File: src/rtl/instr_sequencer_if.sv
// Instruction stream between the sequencer and the opcode-decoding consumer.
// The sequencer drives opcode/operand with instr_valid; the consumer answers
// with instr_ready. A transfer happens on any rising edge where both are high.
interface instr_sequencer_if #(
   parameter int unsigned DATA_W = 8
);
   logic              instr_valid;
   logic              instr_ready;
   logic [3:0]        opcode;
   logic [DATA_W-1:0] operand;

   modport master (
      output instr_valid,
      output opcode,
      output operand,
      input  instr_ready
   );

   modport slave (
      input  instr_valid,
      input  opcode,
      input  operand,
      output instr_ready
   );
endinterface

File: src/rtl/instr_sequencer.sv
// instr_sequencer: holds a small {opcode, operand} program and issues it, one
// word per valid/ready transfer, starting at address 0 on start. A run ends on
// HALT_OP (never issued), on abort, or after the last address (overrun).
// Optional build macro SEQ_SKIP_NOP_EN: opcode 4'h0 is consumed internally
// without a handshake instead of being issued.
module instr_sequencer #(
   parameter int unsigned ADDR_W  = 4,
   parameter int unsigned DATA_W  = 8,
   parameter logic [3:0]  HALT_OP = 4'hF
) (
   input  logic                clk,
   input  logic                rst,
   input  logic                prog_we_i,
   input  logic [ADDR_W-1:0]   prog_addr_i,
   input  logic [4+DATA_W-1:0] prog_data_i,
   input  logic                start_i,
   input  logic                abort_i,
   instr_sequencer_if.master   bus,
   output logic [ADDR_W-1:0]   pc_o,
   output logic                busy_o,
   output logic                done_o,
   output logic                overrun_o
);

   localparam int unsigned DEPTH  = 2 ** ADDR_W;
   localparam int unsigned WORD_W = 4 + DATA_W;

   localparam logic [1:0] S_IDLE  = 2'd0;
   localparam logic [1:0] S_FETCH = 2'd1;
   localparam logic [1:0] S_ISSUE = 2'd2;

   logic [WORD_W-1:0] mem_q [DEPTH];

   logic [1:0]        state_q,   state_d;
   logic [ADDR_W-1:0] pc_q,      pc_d;
   logic [3:0]        opcode_q,  opcode_d;
   logic [DATA_W-1:0] operand_q, operand_d;
   logic              done_q,    done_d;
   logic              overrun_q, overrun_d;

   logic              is_halt;
   logic              is_skip;
   logic              issue_valid;
   logic              advance;
   logic              at_last;

   assign is_halt = (opcode_q == HALT_OP);
`ifdef SEQ_SKIP_NOP_EN
   assign is_skip = (opcode_q == 4'h0) && !is_halt;
`else
   assign is_skip = 1'b0;
`endif
   assign at_last     = (pc_q == '1);
   assign issue_valid = (state_q == S_ISSUE) && !is_halt && !is_skip;
   // A skipped NOP advances exactly like a completed handshake.
   assign advance     = (state_q == S_ISSUE) && !is_halt && (is_skip || bus.instr_ready);

   // Program store: writable only while idle, no reset on contents.
   always_ff @(posedge clk) begin
      if (prog_we_i && (state_q == S_IDLE)) begin
         mem_q[prog_addr_i] <= prog_data_i;
      end
   end

   // Next-state logic; abort is applied last so it overrides every other event.
   always_comb begin
      state_d   = state_q;
      pc_d      = pc_q;
      opcode_d  = opcode_q;
      operand_d = operand_q;
      done_d    = 1'b0;
      overrun_d = overrun_q;

      case (state_q)
         S_IDLE: begin
            if (start_i) begin
               state_d   = S_FETCH;
               pc_d      = '0;
               overrun_d = 1'b0;
            end
         end
         S_FETCH: begin
            {opcode_d, operand_d} = mem_q[pc_q];
            state_d               = S_ISSUE;
         end
         S_ISSUE: begin
            if (is_halt) begin
               done_d  = 1'b1;
               state_d = S_IDLE;
            end else if (advance) begin
               if (at_last) begin
                  overrun_d = 1'b1;
                  done_d    = 1'b1;
                  state_d   = S_IDLE;
               end else begin
                  pc_d    = pc_q + 1'b1;
                  state_d = S_FETCH;
               end
            end
         end
         default: begin
            state_d = S_IDLE;
         end
      endcase

      // An aborted transfer still counts as taken by the consumer, but the
      // run stops without advancing pc or touching the captured word.
      if (abort_i) begin
         state_d   = S_IDLE;
         pc_d      = pc_q;
         opcode_d  = opcode_q;
         operand_d = operand_q;
         overrun_d = overrun_q;
         done_d    = 1'b0;
      end
   end

   // Sequencer registers with synchronous reset.
   always_ff @(posedge clk) begin
      if (rst) begin
         state_q   <= S_IDLE;
         pc_q      <= '0;
         opcode_q  <= '0;
         operand_q <= '0;
         done_q    <= 1'b0;
         overrun_q <= 1'b0;
      end else begin
         state_q   <= state_d;
         pc_q      <= pc_d;
         opcode_q  <= opcode_d;
         operand_q <= operand_d;
         done_q    <= done_d;
         overrun_q <= overrun_d;
      end
   end

   assign bus.instr_valid = issue_valid;
   assign bus.opcode      = opcode_q;
   assign bus.operand     = operand_q;
   assign pc_o            = pc_q;
   assign busy_o          = (state_q != S_IDLE);
   assign done_o          = done_q;
   assign overrun_o       = overrun_q;

endmodule
File: src/flat_wrapper.sv
// flat-port wrapper written by rule: the top's interface ports become plain ports
module instr_sequencer_flat 
#(
   parameter int unsigned ADDR_W  = 4,
   parameter int unsigned DATA_W  = 8,
   parameter logic [3:0]  HALT_OP = 4'hF
)
  (clk, rst, prog_we_i, prog_addr_i, prog_data_i, start_i, abort_i, pc_o, busy_o, done_o, overrun_o, bus_instr_valid, bus_opcode, bus_operand, bus_instr_ready);
  instr_sequencer_if #(.DATA_W(DATA_W)) bus_i ();
  input  logic clk;
  input  logic rst;
  input  logic prog_we_i;
  input  logic [ADDR_W-1:0] prog_addr_i;
  input  logic [4+DATA_W-1:0] prog_data_i;
  input  logic start_i;
  input  logic abort_i;
  output logic [ADDR_W-1:0] pc_o;
  output logic busy_o;
  output logic done_o;
  output logic overrun_o;
  output wire logic [$bits(bus_i.instr_valid)-1:0] bus_instr_valid;
  output wire logic [$bits(bus_i.opcode)-1:0] bus_opcode;
  output wire logic [$bits(bus_i.operand)-1:0] bus_operand;
  input wire logic [$bits(bus_i.instr_ready)-1:0] bus_instr_ready;
  assign bus_instr_valid = bus_i.instr_valid;
  assign bus_opcode = bus_i.opcode;
  assign bus_operand = bus_i.operand;
  assign bus_i.instr_ready = bus_instr_ready;
  instr_sequencer #(.ADDR_W(ADDR_W), .DATA_W(DATA_W), .HALT_OP(HALT_OP)) u_core (.clk(clk), .rst(rst), .prog_we_i(prog_we_i), .prog_addr_i(prog_addr_i), .prog_data_i(prog_data_i), .start_i(start_i), .abort_i(abort_i), .bus(bus_i), .pc_o(pc_o), .busy_o(busy_o), .done_o(done_o), .overrun_o(overrun_o));
endmodule
File: config.mk
export PLATFORM = sky130hd
export DESIGN_NAME = instr_sequencer_flat
export DESIGN_NICKNAME = d
export VERILOG_FILES = /design/src/rtl/instr_sequencer_if.sv /design/src/rtl/instr_sequencer.sv /design/src/flat_wrapper.sv
export SDC_FILE = /design/constraint.sdc
export NUM_CORES = 1
export LEC_CHECK = 0
export CAP_MARGIN = 20
export CELL_PAD_IN_SITES_DETAIL_PLACEMENT = 0
export CELL_PAD_IN_SITES_GLOBAL_PLACEMENT = 1
export CORE_MARGIN = 1.5
export CORE_UTILIZATION = 40
export DETAILED_ROUTE_END_ITERATION = 10
export PLACE_DENSITY = 0.74
export SLEW_MARGIN = 20
export SYNTH_ARGS = -nofsm -noshare
export SYNTH_HDL_FRONTEND = slang
export SYNTH_SLANG_ARGS = --single-unit
File: constraint.sdc
create_clock -name clk -period 3 [get_ports clk]
set_input_delay 0.6 -clock clk [delete_from_list [all_inputs] [get_ports clk]]
set_output_delay 0.6 -clock clk [all_outputs]
set_load 0.05 [all_outputs]
== Word level (Yosys, flattened, before mapping) ==
Memories as Yosys holds them, arrays and structs flattened. A register that Yosys moved wholly into a read port is not among the register bits.
Cells that the tools add are included.

* RAM bits: 192
* Input port bits: 22
* Word-level logic and storage cells: 51
* Bits in registers: 8
* Memories: 1
* Output and inout bits: 20

* Add/subtract/negate cells: 1
* Equality and inequality tests: 10
* Reductions and logical operators: 13
* Bitwise operators: 2
* Multiplexer cells: 20

{| class="wikitable"
|+ Memories
! name !! depth !! width !! read ports !! clocked after Yosys merged registers in !! write ports !! RTL line !! text
|-
| u_core.mem_q || 16 || 12 || 1 || 1 || 1 || instr_sequencer.sv:32 || <nowiki>logic [WORD_W-1:0] mem_q [DEPTH];</nowiki>
|}

{| class="wikitable"
|+ Operators by type and width
! cell !! count
|-
| $mux W4 || 4
|-
| $reduce_and A6 Y1 || 2
|-
| $mux W1 || 10
|-
| $eq A4 B4 Y1 const B || 2
|-
| $pmux W4 S2 || 1
|-
| $mux W2 || 3
|-
| $ne A2 B2 Y1 const B || 3
|-
| $pmux W2 S3 || 1
|-
| $add A4 B1 Y4 const B || 1
|-
| $ne A2 B1 Y1 const B || 2
|-
| $reduce_and A2 Y1 || 2
|-
| $reduce_bool A2 Y1 || 2
|-
| $logic_and A1 B1 Y1 || 3
|-
| $ne A3 B1 Y1 const B || 1
|-
| $reduce_or A3 Y1 || 1
|-
| $eq A2 B1 Y1 const B || 1
|-
| $eq A2 B2 Y1 const B || 1
|-
| $logic_not A2 Y1 || 1
|-
| $not A1 Y1 || 2
|-
| $pmux W1 S2 || 1
|-
| $reduce_or A2 Y1 || 1
|-
| $logic_not A1 Y1 || 1
|}

== Depth between registers and ports, before layout ==
Gate-level depths: netlist of the first run.

* Word-level depth: 7
* Mapped depth: 7
* Gate-level depth less buffers: 5

== Least setup slack after synthesis of the first run ==
Ideal clock, no wire load.

* Path type: input port to flip-flop
* Start point: input prog_addr_i[1]
* End point: memory u_core.mem_q[0][0] (netlist bit), enable pin
* Path slack: 0.706 ns
* Required time: 2.604 ns
* Path buffers: 0
* Stages on the path: 2
* Library setup time: 0.396 ns
* Data arrival time: 1.898 ns
* Cell sequence: or3_1 nor3_1

{| class="wikitable"
|+ RTL lines
! item !! RTL line !! text
|-
| from (decl) || flat_wrapper.sv:13 || <nowiki>input logic [ADDR_W-1:0] prog_addr_i;</nowiki>
|-
| to (decl) || instr_sequencer.sv:32 ||
|}

Straight into the memory's write port.

== Worst setup path after layout of the first run ==
* Start point: register u_core.opcode_q[2] (netlist: u_core.bus.opcode[2])
* End point: output bus_instr_valid

* Word-level cells in the longest chain between the ends: 3

{| class="wikitable"
|+ Ends and longest elaborated chain
! item !! RTL line !! text
|-
| from (decl) || instr_sequencer.sv:36 || <nowiki>logic [3:0] opcode_q, opcode_d;</nowiki>
|-
| from (signal assigned) || instr_sequencer.sv:130 || <nowiki>opcode_q <= opcode_d;</nowiki>
|-
| $eq A4 B4 Y1 || instr_sequencer.sv:47 || <nowiki>assign is_halt = (opcode_q == HALT_OP);</nowiki>
|-
| $logic_not A1 Y1 || instr_sequencer.sv:54 || <nowiki>assign issue_valid = (state_q == S_ISSUE) && !is_halt && !is_skip;</nowiki>
|-
| $logic_and A1 B1 Y1 || instr_sequencer.sv:54 ||
|-
| to (decl) || flat_wrapper.sv:21 || <nowiki>output wire logic [$bits(bus_i.instr_valid)-1:0] bus_instr_valid;</nowiki>
|}

Every way passes these cells.

==> results.cfg, run 1 <==
[sta]
layout_skew_ps = 13.6
maxSlewHeadroom_pct = 55.4
setup_repair_after_global_routing_missed_its_margin = false
timing.final.crit_share_pct = 89.8
layout_setup_ws_ps = 306
max_slew.worst_pin.slew_ps = 670
totalNegativeSetupSlack_ps = 0
fmax_mhz = 371
finalSetupViolations = 0
min_cycle_time_layout_ps = 2690
hold_viol_final = 0
drv_slew = 0

[worst_setup_path]
crit_start = u_core.bus.opcode[2]
critical_path.max_stage_delay_ps = 810
critical_path_rt_ps = 2400
path_depth = 3
cpLargestDelayFamily = buffers and inverters
worst_r2r_endpoint = u_core.mem_q[11][1]
worst_setup_path_endpoint = bus_instr_valid
regToRegSetupSlack_ps = 1100
worst-endpoint-arrival_ps = 2090
criticalPathCategory = flop to output pin
cp_num_buf_inv = 1
timing.critical_path.cells = and4_1 > nor2_1 > clkdlybuf4s50_1
setup.worst_path.end_class = output pin
worst_r2r_path_depth = 5
worst_setup_path_start_kind = flop
critical_path.max_fanout = 4
critical_path.slowest_cell = clkdlybuf4s50_1
timing.rr.start = u_core.state_q[1]

[grt]
grt_remaining_overflow = 0
grt_antenna_before_repair = 0
grt_first_pass_wirelength_mm = 25.2
grt_pass1_vias = 4264
grt_util_all_layers_pct = 15.9
pin_count_of_the_biggest_net_entering_global_routing = 52

[floorplanning]
dieHeight_microns = 146
floorplan.initialDensity_pct = 40.6
floorplan.rows = 52
chipWidth_microns = 146
die-area_sq_um = 21300
num_io_pins = 42
design.core.area_sq_um = 20200

[synth]
synthMuxAreaShare_pct = 16.1
synth_common_cells = edfxtp_1, mux4_2, mux2i_1
synth-adder-area-share_pct = 0.153
synthDistinctLibCells = 37
yosysWarningCount = 0
synth_ff_type = edfxtp_1
yosys.area_share.simple_pct = 3.57
yosysTopAreaCell = edfxtp_1
synth-compound-area-share_pct = 2.99
synth_top_cells_by_area = edfxtp_1, mux4_2, dfxtp_1, mux2i_1, a2bb2oi_1
post_synth_edffs = 192
most_common_cell_in_the_netlist = edfxtp_1
synth-seq-area-share_pct = 75.3
synthDominantCellAreaShare_pct = 70.4
post_synth.cell_area_avg_sq_um = 20.6
postSynthRegisterBits = 212
synthesis.area_sq_um = 8190
post_synth_xor_area_fraction_pct = 0
ys_async_sr_fraction_pct = 0
synthesis.nets = 420
postSynthCellCount = 397
synth_top_family_by_area = multiplexers

[place]
place_worst_setup_slack_ps = 599
final_weighted_congestion_of_routability_driven_global_placement = 0.822
place_hpwl_mm = 10.3
placement.cell_area_sq_um = 9040
place.port_buffers = 41
dp.cells = 716

[finish]
syn2layout_area_growth_pct = 18.8
num_antenna_cells = 0
layout.cells.non_filler = 758
final_layout_size_suffix_gt1_share_pct = 23.2
finalNetCount = 494
post-route-cell-area_sq_um = 9730

[job]
cap_viol_max_count = 0

[clock_network]
cts_max_level = 1
max-clock-path-buffers = 3
hold_buffers = 0
cts.root.buffer_cell = clkbuf_16
post-cts-setup-buffers = 0
cts_tree = built
cts-resized-gates = 0
tritoncts.num_buffers = 23
worst_skew_pair.late_latency_ps = 500
numClockSinks = 212
clk_pin_slew_worst_paths_ps = 60

[route]
drt_pass1_iterations = 4
drt_iter0_markers = 324
detail_route.drc_violations = 0
vias_per_cell = 5.44
wl_per_cell_microns = 21.7
antenna_left = 0
detail_route.wirelength_mm = 16.4
vias = 4121

[power_and_ir_drop]
leakage_nw = 2.99
power.density_nw_per_um2 = 614
totalPowerFinal_w = 0.00598
peak_supply_drop_mv = 0.417

[worst_hold_path]
hold_class = flop to flop

[status]
status = complete, no violations
cell usage in the layout, fill, tap and decap left out, types with 2 or more instances in the layout:
cell type and n:
edfxtp_1 192, mux4_2 48, clkdlybuf4s50_1 41, buf_4 25, mux2i_1 24, clkbuf_16 23, dfxtp_1 17, nor2_1 16
a2bb2oi_1 12, clkbuf_1 12, o21ai_1 11, nand3_1 8, a21oi_1 6, nand4_1 4, nand2b_1 4, nor3_2 4
nand2_1 3, and3_1 3, dfxtp_2 3, inv_1 2, nand4b_1 2, nor2b_1 2, nor3_1 2, clkbuf_8 2
buf_12 2
cells by family after synthesis:
| group | count (synthesis) |
|---|---|
| adders and majority gates | 1 |
| and+or+nand+nor | 55 |
| DFF | 212 |
| buffers and inverters | 21 |
| muxes | 72 |
| AOI/OAI and AO/OA | 36 |
where the power goes:
group / switching [W] / internal, W
clock: 0.00106 / 0.00148
combinational: 0.000107 / 0.0000610
sequential: 0.0000110 / 0.00326
cell type report:
cell class	count	area [sq um]
tap	270	338
multi-input combinational	164	1890
fill	1699	10400
clock buffer	37	648
inverter	2	7.51
sequential	212	6170
timing repair buffer	68	638
clock inverter	5	36.3
how the worst min path moves through the flow:
stage | start | slack [ps] | endpoint | cells after the start
final | u_core.bus.operand[5] | 490 | u_core.bus.operand[5] | 2
after global routing | u_core.bus.operand[1] | 520 | u_core.bus.operand[1] | 2
after global placement | u_core.bus.operand[1] | 470 | u_core.bus.operand[1] | 2
after CTS | u_core.bus.operand[5] | 510 | u_core.bus.operand[5] | 2
after floorplan | u_core.state_q[0] | 490 | u_core.state_q[0] | 1
after detailed placement | u_core.bus.operand[5] | 490 | u_core.bus.operand[5] | 2
metal layers:
| layer | GRT usage (%) | wire [microns] | vias to the layer above |
|---|---|---|---|
| li1 | - | - | 1800 |
| met1 | 21.9 | 7120 | 2135 |
| met2 | 25.7 | 7830 | 153 |
| met3 | 3.13 | 1020 | 33 |
| met4 | 4.65 | 450 | 0 |
| met5 | 0 | 0 | - |
worst min-delay path, delay by kind of cell (launching register included):
family         cells  cell delay (ps)
flip-flops         1              340
AO/OA/AOI/OAI      2              120
state kept, by name (all words and copies together), names as in the netlist:
name                flops
u_core.state_q          2
u_core.bus.operand      8
u_core.pc_o             4
u_core.mem_q          192
u_core.bus.opcode       4
u_core.done_o           1
u_core.overrun_o        1
through the flow:
stage / util (%) / hold slack [ps]
finish: 48.2 / 493
global route: 48.2 / 518
CTS: 48.2 / 505
detailed placement: 44.8 / 491
global placement: 44.8 / 470
floorplan: - / 488
(Power assumes the default switching activity.)
==> run 2, diff against run 1 <==
Settings changed: CORE_ASPECT_RATIO from default to 1.25.
==> results.cfg, run 2 (synthesis gave the netlist of run 1 again) <==
[floorplanning]
dieHeight_microns = 163
die-area_sq_um = 21400
floorplan.rows = 58
chipWidth_microns = 131
floorplan.initialDensity_pct = 40.8
num_io_pins = 42
design.core.area_sq_um = 20100

[sta]
holdWs_ps = 482
finalSetupViolations = 0
hold_viol_final = 0
min_cycle_time_layout_ps = 2680
fmax_mhz = 373
drv_slew = 0
max_slew.worst_pin.slew_ps = 670
setup_repair_after_global_routing_missed_its_margin = false
totalNegativeSetupSlack_ps = 0
timing.final.crit_share_pct = 89.3
layout_setup_ws_ps = 322
maxSlewHeadroom_pct = 55.3
layout_skew_ps = 11.0

[grt]
grt_first_pass_wirelength_mm = 26.0
grt_util_all_layers_pct = 17.1
grt_pass1_vias = 4204
grt_remaining_overflow = 0
pin_count_of_the_biggest_net_entering_global_routing = 45
grt_antenna_before_repair = 0

[clock_network]
cts_tree = built
tritoncts.num_buffers = 20
cts.root.buffer_cell = clkbuf_16
numClockSinks = 212
clk_pin_slew_worst_paths_ps = 60
hold_buffers = 0
cts-resized-gates = 0
cts_max_level = 1
max-clock-path-buffers = 3
post-cts-setup-buffers = 0
worst_skew_pair.late_latency_ps = 490

[finish]
syn2layout_area_growth_pct = 17.9
final_cell_mix = edfxtp_1, mux4_2, clkdlybuf4s50_1
layout.cells.non_filler = 751
flip_flop_count_of_the_largest_register_all_copies_and_words_added = 192
filler_cell_count = 1656
layout.cells.most_common = edfxtp_1
final_layout_size_suffix_gt1_share_pct = 23.1
largest_register_by_flop_count = u_core.mem_q
finalNetCount = 490
num_antenna_cells = 0

[route]
antenna_left = 0
drt_iter0_markers = 308
detail_route.wirelength_mm = 17.6
wl_per_cell_microns = 23.4
drt_pass1_iterations = 4
vias_per_cell = 5.42
highest_layer = met4
wirelength_met1_mm = 6.98
detail_route.drc_violations = 0
met2WireLength_mm = 8.95
met3RoutedLength_microns = 917
vias = 4071

[place]
place_hpwl_mm = 10.6
final_weighted_congestion_of_routability_driven_global_placement = 0.823
dp.cells = 715
place.port_buffers = 41
place_worst_setup_slack_ps = 632

[worst_setup_path]
criticalPathCategory = flop to output pin
critical_path.max_fanout = 4
setup.worst_path.end_class = output pin
worst_setup_path_start_kind = flop
worst-endpoint-arrival_ps = 2080
critical_path_rt_ps = 2400

[power_and_ir_drop]
peak_supply_drop_mv = 0.384
leakage_nw = 2.96
power.density_nw_per_um2 = 603
totalPowerFinal_w = 0.00582

[status]
status = complete, no violations

[worst_hold_path]
hold_class = flop to flop

[job]
cap_viol_max_count = 0
==> run 2: final cells by class <==
type | instances | area, sq um | share of cell area (%)
Inverter | 2 | 7.51 | 0.0777
Clock inverter | 12 | 86.3 | 0.894
Clock buffer | 24 | 537 | 5.56
Multi-Input combinational cell | 164 | 1890 | 19.6
Sequential cell | 212 | 6170 | 63.9
Timing Repair Buffer | 67 | 631 | 6.53
Tap cell | 270 | 338 | 3.50
==> run 2: metrics by stage <==
step	util (%)	cell area, sq um
after floorplan	-	8190
after global placement	45.0	9040
after detailed placement	45.0	9040
after CTS	48.1	9660
after global routing	48.1	9660
final	48.1	9660
==> run 2: layer usage <==
layer / track usage [%] / up-vias
li1: - / 1796
met1: 21.7 / 2108
met2: 29.0 / 135
met3: 2.56 / 32
met4: 7.64 / 0
met5: 0 / -
==> run 2: worst paths after layout <==
kind	from	end	slack, ps	cells after the start
max	u_core.bus.opcode[0]	bus_instr_valid	320	3
max reg2reg	u_core.state_q[1]	u_core.mem_q[1][10]	950	4
min	u_core.bus.operand[4]	u_core.bus.operand[4]	480	2
min reg2reg	u_core.bus.operand[4]	u_core.bus.operand[4]	480	2
==> run 2: critical path, cell delays in order (launching register included) <==
cell	delay [ps]
dfxtp_1	470
and4_1	360
nor2_1	60
clkdlybuf4s50_1	700
==> run 2: report_power, final <==
| group | leakage [nW] | switching (W) | internal [W] | total, W |
|---|---|---|---|---|
| registers | 1.90 | 0.0000119 | 0.00325 | 0.00327 |
| clock network | 0.309 | 0.00102 | 0.00137 | 0.00239 |
| logic | 0.757 | 0.000113 | 0.0000598 | 0.000172 |
